File: src/rtl/aes_key_expand_if.sv
`default_nettype none
// ============================================================================
//  Module      : aes_key_expand_if
//  Description : Key-load request, round-key read port and status of the
//                AES-128 key expander.
//  Revision    : 1.0 - initial release
// ============================================================================
interface aes_key_expand_if;
    logic        start;
    logic [31:0] key0;
    logic [31:0] key1;
    logic [31:0] key2;
    logic [31:0] key3;
    logic [3:0]  rd_round;
    logic        busy;
    logic        done;
    logic        key_valid;
    logic [31:0] rk0;
    logic [31:0] rk1;
    logic [31:0] rk2;
    logic [31:0] rk3;

    modport master (
        output start, key0, key1, key2, key3, rd_round,
        input  busy, done, key_valid, rk0, rk1, rk2, rk3
    );

    modport slave (
        input  start, key0, key1, key2, key3, rd_round,
        output busy, done, key_valid, rk0, rk1, rk2, rk3
    );
endinterface
`default_nettype wire

File: src/rtl/aes_key_expand.sv
`default_nettype none
// ============================================================================
//  Module      : aes_key_expand
//  Description : Iterative AES-128 key schedule, one round key per clock,
//                all round keys held in a bank with a registered read port.
//  Revision    : 1.0 - initial release
// ============================================================================
module aes_key_expand #(
    parameter int NROUNDS = 10
) (
    input  logic             clk,
    input  logic             rst,
    aes_key_expand_if.slave  bus
);

    localparam logic [1:0] c_idle   = 2'd0;
    localparam logic [1:0] c_expand = 2'd1;
    localparam logic [1:0] c_ready  = 2'd2;

    localparam logic [3:0] c_last = 4'(NROUNDS);

    localparam logic [7:0] c_sbox [0:255] = '{
        8'h63, 8'h7c, 8'h77, 8'h7b, 8'hf2, 8'h6b, 8'h6f, 8'hc5, 8'h30, 8'h01, 8'h67, 8'h2b, 8'hfe, 8'hd7, 8'hab, 8'h76,
        8'hca, 8'h82, 8'hc9, 8'h7d, 8'hfa, 8'h59, 8'h47, 8'hf0, 8'had, 8'hd4, 8'ha2, 8'haf, 8'h9c, 8'ha4, 8'h72, 8'hc0,
        8'hb7, 8'hfd, 8'h93, 8'h26, 8'h36, 8'h3f, 8'hf7, 8'hcc, 8'h34, 8'ha5, 8'he5, 8'hf1, 8'h71, 8'hd8, 8'h31, 8'h15,
        8'h04, 8'hc7, 8'h23, 8'hc3, 8'h18, 8'h96, 8'h05, 8'h9a, 8'h07, 8'h12, 8'h80, 8'he2, 8'heb, 8'h27, 8'hb2, 8'h75,
        8'h09, 8'h83, 8'h2c, 8'h1a, 8'h1b, 8'h6e, 8'h5a, 8'ha0, 8'h52, 8'h3b, 8'hd6, 8'hb3, 8'h29, 8'he3, 8'h2f, 8'h84,
        8'h53, 8'hd1, 8'h00, 8'hed, 8'h20, 8'hfc, 8'hb1, 8'h5b, 8'h6a, 8'hcb, 8'hbe, 8'h39, 8'h4a, 8'h4c, 8'h58, 8'hcf,
        8'hd0, 8'hef, 8'haa, 8'hfb, 8'h43, 8'h4d, 8'h33, 8'h85, 8'h45, 8'hf9, 8'h02, 8'h7f, 8'h50, 8'h3c, 8'h9f, 8'ha8,
        8'h51, 8'ha3, 8'h40, 8'h8f, 8'h92, 8'h9d, 8'h38, 8'hf5, 8'hbc, 8'hb6, 8'hda, 8'h21, 8'h10, 8'hff, 8'hf3, 8'hd2,
        8'hcd, 8'h0c, 8'h13, 8'hec, 8'h5f, 8'h97, 8'h44, 8'h17, 8'hc4, 8'ha7, 8'h7e, 8'h3d, 8'h64, 8'h5d, 8'h19, 8'h73,
        8'h60, 8'h81, 8'h4f, 8'hdc, 8'h22, 8'h2a, 8'h90, 8'h88, 8'h46, 8'hee, 8'hb8, 8'h14, 8'hde, 8'h5e, 8'h0b, 8'hdb,
        8'he0, 8'h32, 8'h3a, 8'h0a, 8'h49, 8'h06, 8'h24, 8'h5c, 8'hc2, 8'hd3, 8'hac, 8'h62, 8'h91, 8'h95, 8'he4, 8'h79,
        8'he7, 8'hc8, 8'h37, 8'h6d, 8'h8d, 8'hd5, 8'h4e, 8'ha9, 8'h6c, 8'h56, 8'hf4, 8'hea, 8'h65, 8'h7a, 8'hae, 8'h08,
        8'hba, 8'h78, 8'h25, 8'h2e, 8'h1c, 8'ha6, 8'hb4, 8'hc6, 8'he8, 8'hdd, 8'h74, 8'h1f, 8'h4b, 8'hbd, 8'h8b, 8'h8a,
        8'h70, 8'h3e, 8'hb5, 8'h66, 8'h48, 8'h03, 8'hf6, 8'h0e, 8'h61, 8'h35, 8'h57, 8'hb9, 8'h86, 8'hc1, 8'h1d, 8'h9e,
        8'he1, 8'hf8, 8'h98, 8'h11, 8'h69, 8'hd9, 8'h8e, 8'h94, 8'h9b, 8'h1e, 8'h87, 8'he9, 8'hce, 8'h55, 8'h28, 8'hdf,
        8'h8c, 8'ha1, 8'h89, 8'h0d, 8'hbf, 8'he6, 8'h42, 8'h68, 8'h41, 8'h99, 8'h2d, 8'h0f, 8'hb0, 8'h54, 8'hbb, 8'h16
    };

    function automatic logic [31:0] sub_word(input logic [31:0] w);
        return {c_sbox[w[31:24]], c_sbox[w[23:16]], c_sbox[w[15:8]], c_sbox[w[7:0]]};
    endfunction

    logic [1:0]   r_state;
    logic [3:0]   r_cnt;
    logic [7:0]   r_rcon;
    logic [31:0]  r_w0, r_w1, r_w2, r_w3;
    logic         r_busy;
    logic         r_done;
    logic         r_key_valid;
    logic [127:0] r_rk;
    logic [127:0] r_bank [0:NROUNDS];

    logic [31:0]  w_t;
    logic [31:0]  w_n0, w_n1, w_n2, w_n3;
    logic [7:0]   w_rcon_next;
    logic         w_load;
    logic         w_we;
    logic [3:0]   w_waddr;
    logic [127:0] w_wdata;

    assign w_t  = sub_word({r_w3[23:0], r_w3[31:24]}) ^ {r_rcon, 24'h000000};
    assign w_n0 = r_w0 ^ w_t;
    assign w_n1 = r_w1 ^ w_n0;
    assign w_n2 = r_w2 ^ w_n1;
    assign w_n3 = r_w3 ^ w_n2;

    // xtime: multiply by x in GF(2^8) modulo the AES polynomial
    assign w_rcon_next = {r_rcon[6:0], 1'b0} ^ (r_rcon[7] ? 8'h1b : 8'h00);

    // A start while expanding is dropped, so loads only happen from IDLE/READY
    assign w_load  = bus.start && (r_state != c_expand);
    assign w_we    = w_load || (r_state == c_expand);
    assign w_waddr = w_load ? 4'd0 : r_cnt;
    assign w_wdata = w_load ? {bus.key0, bus.key1, bus.key2, bus.key3}
                            : {w_n0, w_n1, w_n2, w_n3};

    always_ff @(posedge clk) begin
        if (w_we) begin
            r_bank[w_waddr] <= w_wdata;
        end
    end

    always_ff @(posedge clk or posedge rst) begin
        if (rst) begin
            r_state     <= c_idle;
            r_cnt       <= 4'd0;
            r_rcon      <= 8'h01;
            r_w0        <= 32'h0;
            r_w1        <= 32'h0;
            r_w2        <= 32'h0;
            r_w3        <= 32'h0;
            r_busy      <= 1'b0;
            r_done      <= 1'b0;
            r_key_valid <= 1'b0;
        end else begin
            r_done <= 1'b0;
            case (r_state)
                c_idle, c_ready: begin
                    if (bus.start) begin
                        r_w0        <= bus.key0;
                        r_w1        <= bus.key1;
                        r_w2        <= bus.key2;
                        r_w3        <= bus.key3;
                        r_cnt       <= 4'd1;
                        r_rcon      <= 8'h01;
                        r_state     <= c_expand;
                        r_busy      <= 1'b1;
                        r_key_valid <= 1'b0;
                    end
                end
                c_expand: begin
                    r_w0   <= w_n0;
                    r_w1   <= w_n1;
                    r_w2   <= w_n2;
                    r_w3   <= w_n3;
                    r_cnt  <= r_cnt + 4'd1;
                    r_rcon <= w_rcon_next;
                    if (r_cnt == c_last) begin
                        r_state     <= c_ready;
                        r_busy      <= 1'b0;
                        r_key_valid <= 1'b1;
                        r_done      <= 1'b1;
                    end
                end
                default: begin
                    r_state <= c_idle;
                    r_busy  <= 1'b0;
                end
            endcase
        end
    end

    // Read sees the bank before any same-edge write lands
    always_ff @(posedge clk or posedge rst) begin
        if (rst) begin
            r_rk <= 128'h0;
        end else if (bus.rd_round <= c_last) begin
            r_rk <= r_bank[bus.rd_round];
        end else begin
            r_rk <= 128'h0;
        end
    end

    assign bus.busy      = r_busy;
    assign bus.done      = r_done;
    assign bus.key_valid = r_key_valid;
    assign bus.rk0       = r_rk[127:96];
    assign bus.rk1       = r_rk[95:64];
    assign bus.rk2       = r_rk[63:32];
    assign bus.rk3       = r_rk[31:0];

endmodule
`default_nettype wire

File: src/flat_wrapper.sv
// flat-port wrapper written by rule: the top's interface ports become plain ports
module aes_key_expand_flat 
#(
    parameter int NROUNDS = 10
)
  (clk, rst, bus_start, bus_key0, bus_key1, bus_key2, bus_key3, bus_rd_round, bus_busy, bus_done, bus_key_valid, bus_rk0, bus_rk1, bus_rk2, bus_rk3);
  aes_key_expand_if bus_i ();
  input  logic clk;
  input  logic rst;
  input wire logic [$bits(bus_i.start)-1:0] bus_start;
  input wire logic [$bits(bus_i.key0)-1:0] bus_key0;
  input wire logic [$bits(bus_i.key1)-1:0] bus_key1;
  input wire logic [$bits(bus_i.key2)-1:0] bus_key2;
  input wire logic [$bits(bus_i.key3)-1:0] bus_key3;
  input wire logic [$bits(bus_i.rd_round)-1:0] bus_rd_round;
  output wire logic [$bits(bus_i.busy)-1:0] bus_busy;
  output wire logic [$bits(bus_i.done)-1:0] bus_done;
  output wire logic [$bits(bus_i.key_valid)-1:0] bus_key_valid;
  output wire logic [$bits(bus_i.rk0)-1:0] bus_rk0;
  output wire logic [$bits(bus_i.rk1)-1:0] bus_rk1;
  output wire logic [$bits(bus_i.rk2)-1:0] bus_rk2;
  output wire logic [$bits(bus_i.rk3)-1:0] bus_rk3;
  assign bus_i.start = bus_start;
  assign bus_i.key0 = bus_key0;
  assign bus_i.key1 = bus_key1;
  assign bus_i.key2 = bus_key2;
  assign bus_i.key3 = bus_key3;
  assign bus_i.rd_round = bus_rd_round;
  assign bus_busy = bus_i.busy;
  assign bus_done = bus_i.done;
  assign bus_key_valid = bus_i.key_valid;
  assign bus_rk0 = bus_i.rk0;
  assign bus_rk1 = bus_i.rk1;
  assign bus_rk2 = bus_i.rk2;
  assign bus_rk3 = bus_i.rk3;
  aes_key_expand #(.NROUNDS(NROUNDS)) u_core (.clk(clk), .rst(rst), .bus(bus_i));
endmodule
File: config.mk
export PLATFORM = sky130hd
export DESIGN_NAME = aes_key_expand_flat
export DESIGN_NICKNAME = d
export VERILOG_FILES = /design/src/rtl/aes_key_expand_if.sv /design/src/rtl/aes_key_expand.sv /design/src/flat_wrapper.sv
export SDC_FILE = /design/constraint.sdc
export NUM_CORES = 2
export LEC_CHECK = 0
export ABC_AREA = 1
export CAP_MARGIN = 15
export CELL_PAD_IN_SITES_DETAIL_PLACEMENT = 1
export CELL_PAD_IN_SITES_GLOBAL_PLACEMENT = 1
export CORE_MARGIN = 2
export CORE_UTILIZATION = 45
export CTS_BUF_LIST = sky130_fd_sc_hd__clkbuf_2 sky130_fd_sc_hd__clkbuf_4 sky130_fd_sc_hd__clkbuf_8
export DETAILED_ROUTE_END_ITERATION = 10
export PLACE_DENSITY = 0.79
export SLEW_MARGIN = 20
export SYNTH_ARGS = -nofsm -noshare
export SYNTH_HDL_FRONTEND = slang
export SYNTH_SLANG_ARGS = --single-unit
export TNS_END_PERCENT = 30
File: constraint.sdc
create_clock -name clk -period 12.3 [get_ports clk]
set_input_delay 1.845 -clock clk [delete_from_list [all_inputs] [get_ports clk]]
set_output_delay 1.845 -clock clk [all_outputs]
set_load 0.01 [all_outputs]
Word level (Yosys, flattened, before mapping)
Memories as Yosys holds them, arrays and structs flattened.
Cells that the tools add are included.
Cells by class
  $add $sub $neg: 1
  $lt $le $gt $ge: 5
  eq/ne operators: 6
  multiplexer cells: 37
  bitwise operators: 10
  reduce and logical (&&, ||, !) cells: 8
Operators with widths (count)
  128-bit 2-to-1 mux: 2
  32-bit one-hot mux with 2 select lines: 4
  32-bit bitwise XOR: 5
  32-bit 2-to-1 mux: 4
  8-bit 2-to-1 mux: 9
  9-bit >= comparator, second input constant: 4
  8-bit NOT with 9-bit output: 4
  8-bit one-hot mux with 2 select lines: 1
  1-bit 2-to-1 mux: 8
  4-bit 2-to-1 mux: 2
  4-bit one-hot mux with 2 select lines: 1
  8-bit bitwise XOR: 1
  5-bit 2-to-1 mux: 1
  4-bit by 1-bit adder with 4-bit output, second input constant: 1
  4-bit == test, second input constant: 1
  4-bit <= comparator, second input constant: 1
  2-bit 2-to-1 mux: 2
  2-bit != test, second input constant: 2
  1-bit one-hot mux with 2 select lines: 2
  2-bit one-hot mux with 2 select lines: 1
  2-bit AND reduction: 2
  3-bit AND reduction: 1
  2-bit by 1-bit == test with 1-bit output, second input constant: 1
  2-bit == test, second input constant: 1
  other kinds (6): 6
Word-level totals
  register bits: 273
  bits in writable memories: 1408
  ROM bits: 8192
  bits of input ports: 135
  output and inout bits: 131
  logic and storage cells: 83
  memories: 5
Memories
  (name not given): words 256, bits a word 8, rd ports 1, clocked after memory_dff 0, write ports 0, RTL line aes_key_expand.sv:42  | return {c_sbox[w[31:24]], c_sbox[w[23:16]], c_sbox[w[15:8]], c_sbox[w[7:0]]};
  (name not given): words 256, bits a word 8, rd ports 1, clocked after memory_dff 0, write ports 0, RTL line aes_key_expand.sv:42
  (name not given): words 256, bits a word 8, rd ports 1, clocked after memory_dff 0, write ports 0, RTL line aes_key_expand.sv:42
  (name not given): words 256, bits a word 8, rd ports 1, clocked after memory_dff 0, write ports 0, RTL line aes_key_expand.sv:42
  u_core.r_bank: words 11, bits a word 128, rd ports 1, clocked after memory_dff 0, write ports 1, RTL line aes_key_expand.sv:53  | logic [127:0] r_bank [0:NROUNDS];

Logic depth before layout (Yosys ltp)
  depth in word-level cells: 10
  gate-level depth with buffers: 22
  mapped depth without buffers: 21

Worst setup path before layout
Ideal clock, no wire load.
  path kind: reg2reg
  start: register u_core.r_state[1]
  end: memory u_core.r_bank[0][0] (enable)
  arrival: 10529 ps
  slack: 967 ps
  cell stages (with the launch flop): 5
  buffers on the path: 1
  clock period less this slack: 11333 ps
  path through: dfrtp_1 nor2_1 clkbuf_1 nand3_1 o31ai_1
On the way
  word-level cells in the longest chain between the ends: 5
  elaborated cells between the ends (all ways): 7
RTL lines
  start, declared: RTL line aes_key_expand.sv:45  | logic [1:0] r_state;
  start signal, assigned: RTL line aes_key_expand.sv:87  | r_state <= c_idle;
  start signal, assigned: RTL line aes_key_expand.sv:108  | r_state <= c_expand;
  start signal, assigned: RTL line aes_key_expand.sv:121  | r_state <= c_ready;
  2-bit by 1-bit != test with 1-bit output: RTL line aes_key_expand.sv:73  | assign w_load = bus.start && (r_state != c_expand);
  1-bit logical AND: RTL line aes_key_expand.sv:73
  1-bit logical OR: RTL line aes_key_expand.sv:74  | assign w_we = w_load || (r_state == c_expand);
  1-bit 2-to-1 mux: RTL line aes_key_expand.sv:80  | if (w_we) begin
  1-bit 2-to-1 mux (not written as such): RTL line aes_key_expand.sv:81  | r_bank[w_waddr] <= w_wdata;
  end, declared: RTL line aes_key_expand.sv:53
Parallel ways exist; a longest one is shown, timed or not.

Worst setup path in the final report
  start: input bus_start
  end: memory u_core.r_bank[9][44] (enable)
On the way
  word-level cells in the longest chain between the ends: 4
  elaborated cells between the ends (all ways): 5
RTL lines
  start, declared: RTL line flat_wrapper.sv:10  | input wire logic [$bits(bus_i.start)-1:0] bus_start;
  1-bit logical AND (*): RTL line aes_key_expand.sv:73
  1-bit logical OR: RTL line aes_key_expand.sv:74
  1-bit 2-to-1 mux: RTL line aes_key_expand.sv:80
  1-bit 2-to-1 mux (not written as such): RTL line aes_key_expand.sv:81
Mark *: on every way between the ends. The rest lies on a longest branch, timed or not.

==> results.md <==
* Status: complete, no violations
* Fin crit period at between 5 and 6 ns
* Finish-stage setup viols at 0
* Die Wd at ~420 um
* Library cells used by synthesis at 42
* Final-report hold violation count at 0
* Setup crit end kind: flop
* Syn Nets at 7932
* Die Y at about 420 um
* Syn. warnings at 0
* Power Density at 314 mW/mm^2
* Required @ worst endpoint at between 10 and 15 ns
* Vias after detailed routing at around 66000
* Row cnt at between 150 and 200
* Largest net degree at the start of global routing at around 180
* First-pass GRT wire length at 463000 um
* IO buf count at around 270
* Async SR Flop Fraction at 16.2%
* DR iter-0 viols at between 7000 and 8000
* Synth top area share at 53.6%
* Worst VDD drop at about 200 uV
* Lkg Pwr at 33.7 nW
* Slowest stage delay, CP at 0.99 ns
* Number of gates resized after CTS at 0
* Worst Path Max Fanout at 63
* CTS tree: done
* RSZ-0062 raised after global routing: false
* Area of the multi-input gates at 0.0262 sq mm
* Post-CTS setup buffer count at 0
* DRT Pass-1 Iters at 6
* Core footprint at ~0.17 sq mm
* Sequential area share after synthesis at 62.2%
* Gate Count Post-Synth at 7735
* Gpl congestion at 0.973
* Fmax at between 0.15 and 0.2 GHz
* Sink Count at around 1700
* Layout cells sized above 1 at between 10% and 20%
* CTS Buf Count at between 200 and 300
* Final hold slack at 0.495 ns
* CTS H-tree lvls at 5
* Routed wire per std cell at between 30 and 40 um
* Worst slew margin at roughly 20%
* Gr usage total at a little over a third
* Most instantiated library cell after synthesis: nand2_1
* Buf/Inv on CP at 6
* Clk buf depth at 4
* DR vias/cell at roughly 6.3
* Family with the most delay on the worst path: buffers and inverters
* Hold Crit Class: flop to flop
* Final setup TNS at 0 ns
* Post-DP HPWL at ~200000 um
* Post-synth EDFFs at around 1400
* WS Path Type: input port to flop
* Post-synthesis cell area at between 0.07 and 0.08 sq mm
* Crit-path cells: clkdlybuf4s50_1 > inv_1 > nor2_4 > buf_4 > inv_6 > nand3_1 > nor2_4 > buf_4 > buf_4
* Final ANT Viol Nets at 0
* Largest area contributor in the netlist: edfxtp_1
* Maxcap violations at 0
* Area contributors post-synth: edfxtp_1, dfrtp_1, nand3_1
* WP data arrival at ~6.3 ns
* Boundary Pins at 266
* CP max-delay cell: buf_4
* Worst slew pin tran at 1.19 ns
* Post-synth top flop: edfxtp_1
* Number of remaining DRC errors at 0
* Final slew viol count at 0
* Nets@finish at slightly above 8000
* Cell mode on critical path: buf_4
* Die ar. at approximately 0.18 sq mm
* Filler Cell Count at between 15000 and 20000
* Initial antenna violation count at 15
* Area taken by flip-flops and latches at 0.0491 sq mm
* Clk slew on worst S/H paths at roughly 0.060 ns
* Layout area overhead at 13.3%
* Post-route clock period utilization at between 40% and 50%
* GRT overflow at 0
* Synth cell count leaders: nand2_1, edfxtp_1, nand3_1
* Worst-Skew Late Latency at 1.05 ns
* Vias in the first global route at about 70000
* Root Driver: clkbuf_8
* Yosys reg bits at around 1700
* Syn_area_per_cell at roughly 10 sq um
* Startpoint Class: input port
* DRT Wirelength at between 300000 and 400000 um
* CTS Hold Bufs at 0
* Initial Util at between 40 and 50%
* Clock Skew at between 0.06 and 0.07 ns
==> cell families after synthesis <==
family	after synthesis	synth area share [%]
XOR/XNOR	11	0.122
flip-flops	1681	62.2
adder cells (fa/ha/maj)	62	0.983
AND/OR/NAND/NOR	3534	19.7
buffers and inverters	899	4.84
AO/OA/AOI/OAI	1548	12.2
==> routing by layer <==
metal,up-vias,share of wire (%),track usage [%]
met5,-,0.023,0
met4,10,5.8,18.9
met3,763,9.6,7.51
met2,3704,47,55.5
met1,33400,38,44.4
li1,28300,-,-
==> worst min-delay path: stages, from the launching register on <==
cell and delay (ns):
dfrtp_1 0.36, nand2_1 0.06, nand2_1 0.05
==> placed cells by master, fill, tap and decap left out, types with 34 or more instances in the layout <==
master / count
nand2_2: 60
edfxtp_1: 1408
clkdlybuf4s50_1: 261
or2_2: 90
clkbuf_8: 332
clkinv_1: 53
clkbuf_4: 90
o211ai_1: 166
o221ai_1: 284
inv_1: 309
o21ai_0: 329
nor2_1: 315
buf_4: 150
a21oi_1: 548
nand2_1: 1651
ha_1: 62
dfrtp_1: 266
o22ai_1: 34
a211oi_1: 87
nand3_1: 1276
o21ai_1: 46
nor3_1: 88
==> layout make-up <==
type,instances,share of cell area (%)
sequential,1681,54.9
multi-input combinational,5155,29.3
clock buffer,422,5.87
timing repair buffer,429,4.53
tap,2325,3.25
inverter,354,1.56
clock inverter,81,0.567
antenna,5,0.0140
==> state kept, by name (all words and copies together) (netlist names), 2 cells and up <==
register,flops
u_core.r_bank,1408
u_core.r_rk,128
u_core.r_w0,32
u_core.r_w1,32
u_core.r_w2,32
u_core.r_w3,32
u_core.r_rcon,8
u_core.r_cnt,4
u_core.r_state,2
==> path summary, 6_finish.rpt <==
kind / start / to / slack (ns) / depth (start not counted)
min in group asynchronous: rst / u_core.r_w3[18] / 1.50 / 2
min reg2reg: u_core.bus.busy / u_core.bus.busy / 0.50 / 2
min: u_core.bus.busy / u_core.bus.busy / 0.50 / 2
max reg2reg: u_core.r_w3[9] / u_core.r_bank[7][23] / 6.95 / 21
max: bus_start / u_core.r_bank[9][44] / 6.59 / 9
max in group asynchronous: rst / u_core.r_rk[44] / 9.20 / 3
==> where the power goes <==
part           leakage [nW]  total (mW)  switching (mW)  internal [mW]
Combinational          14.4        13.4            10.2           3.12
Clock                  3.07        5.17            2.31           2.85
Sequential             16.2        9.54           0.571           8.97
==> stage by stage <==
stage               area [sq um]  utilization [%]  worst slack [ns]  total power [mW]  instances
finish                     89400             51.4              6.59              28.1      10500
global route               89400             51.4              6.51              29.3      10400
CTS                        89400             51.4              6.70              27.7      10400
detailed placement         83600             48.0              5.72              22.5       9942
global placement           83600             48.0              5.73              22.0       9942
floorplan                  78900                -             0.967              17.0       7735
No activity file was read; power rests on OpenSTA's default activity.
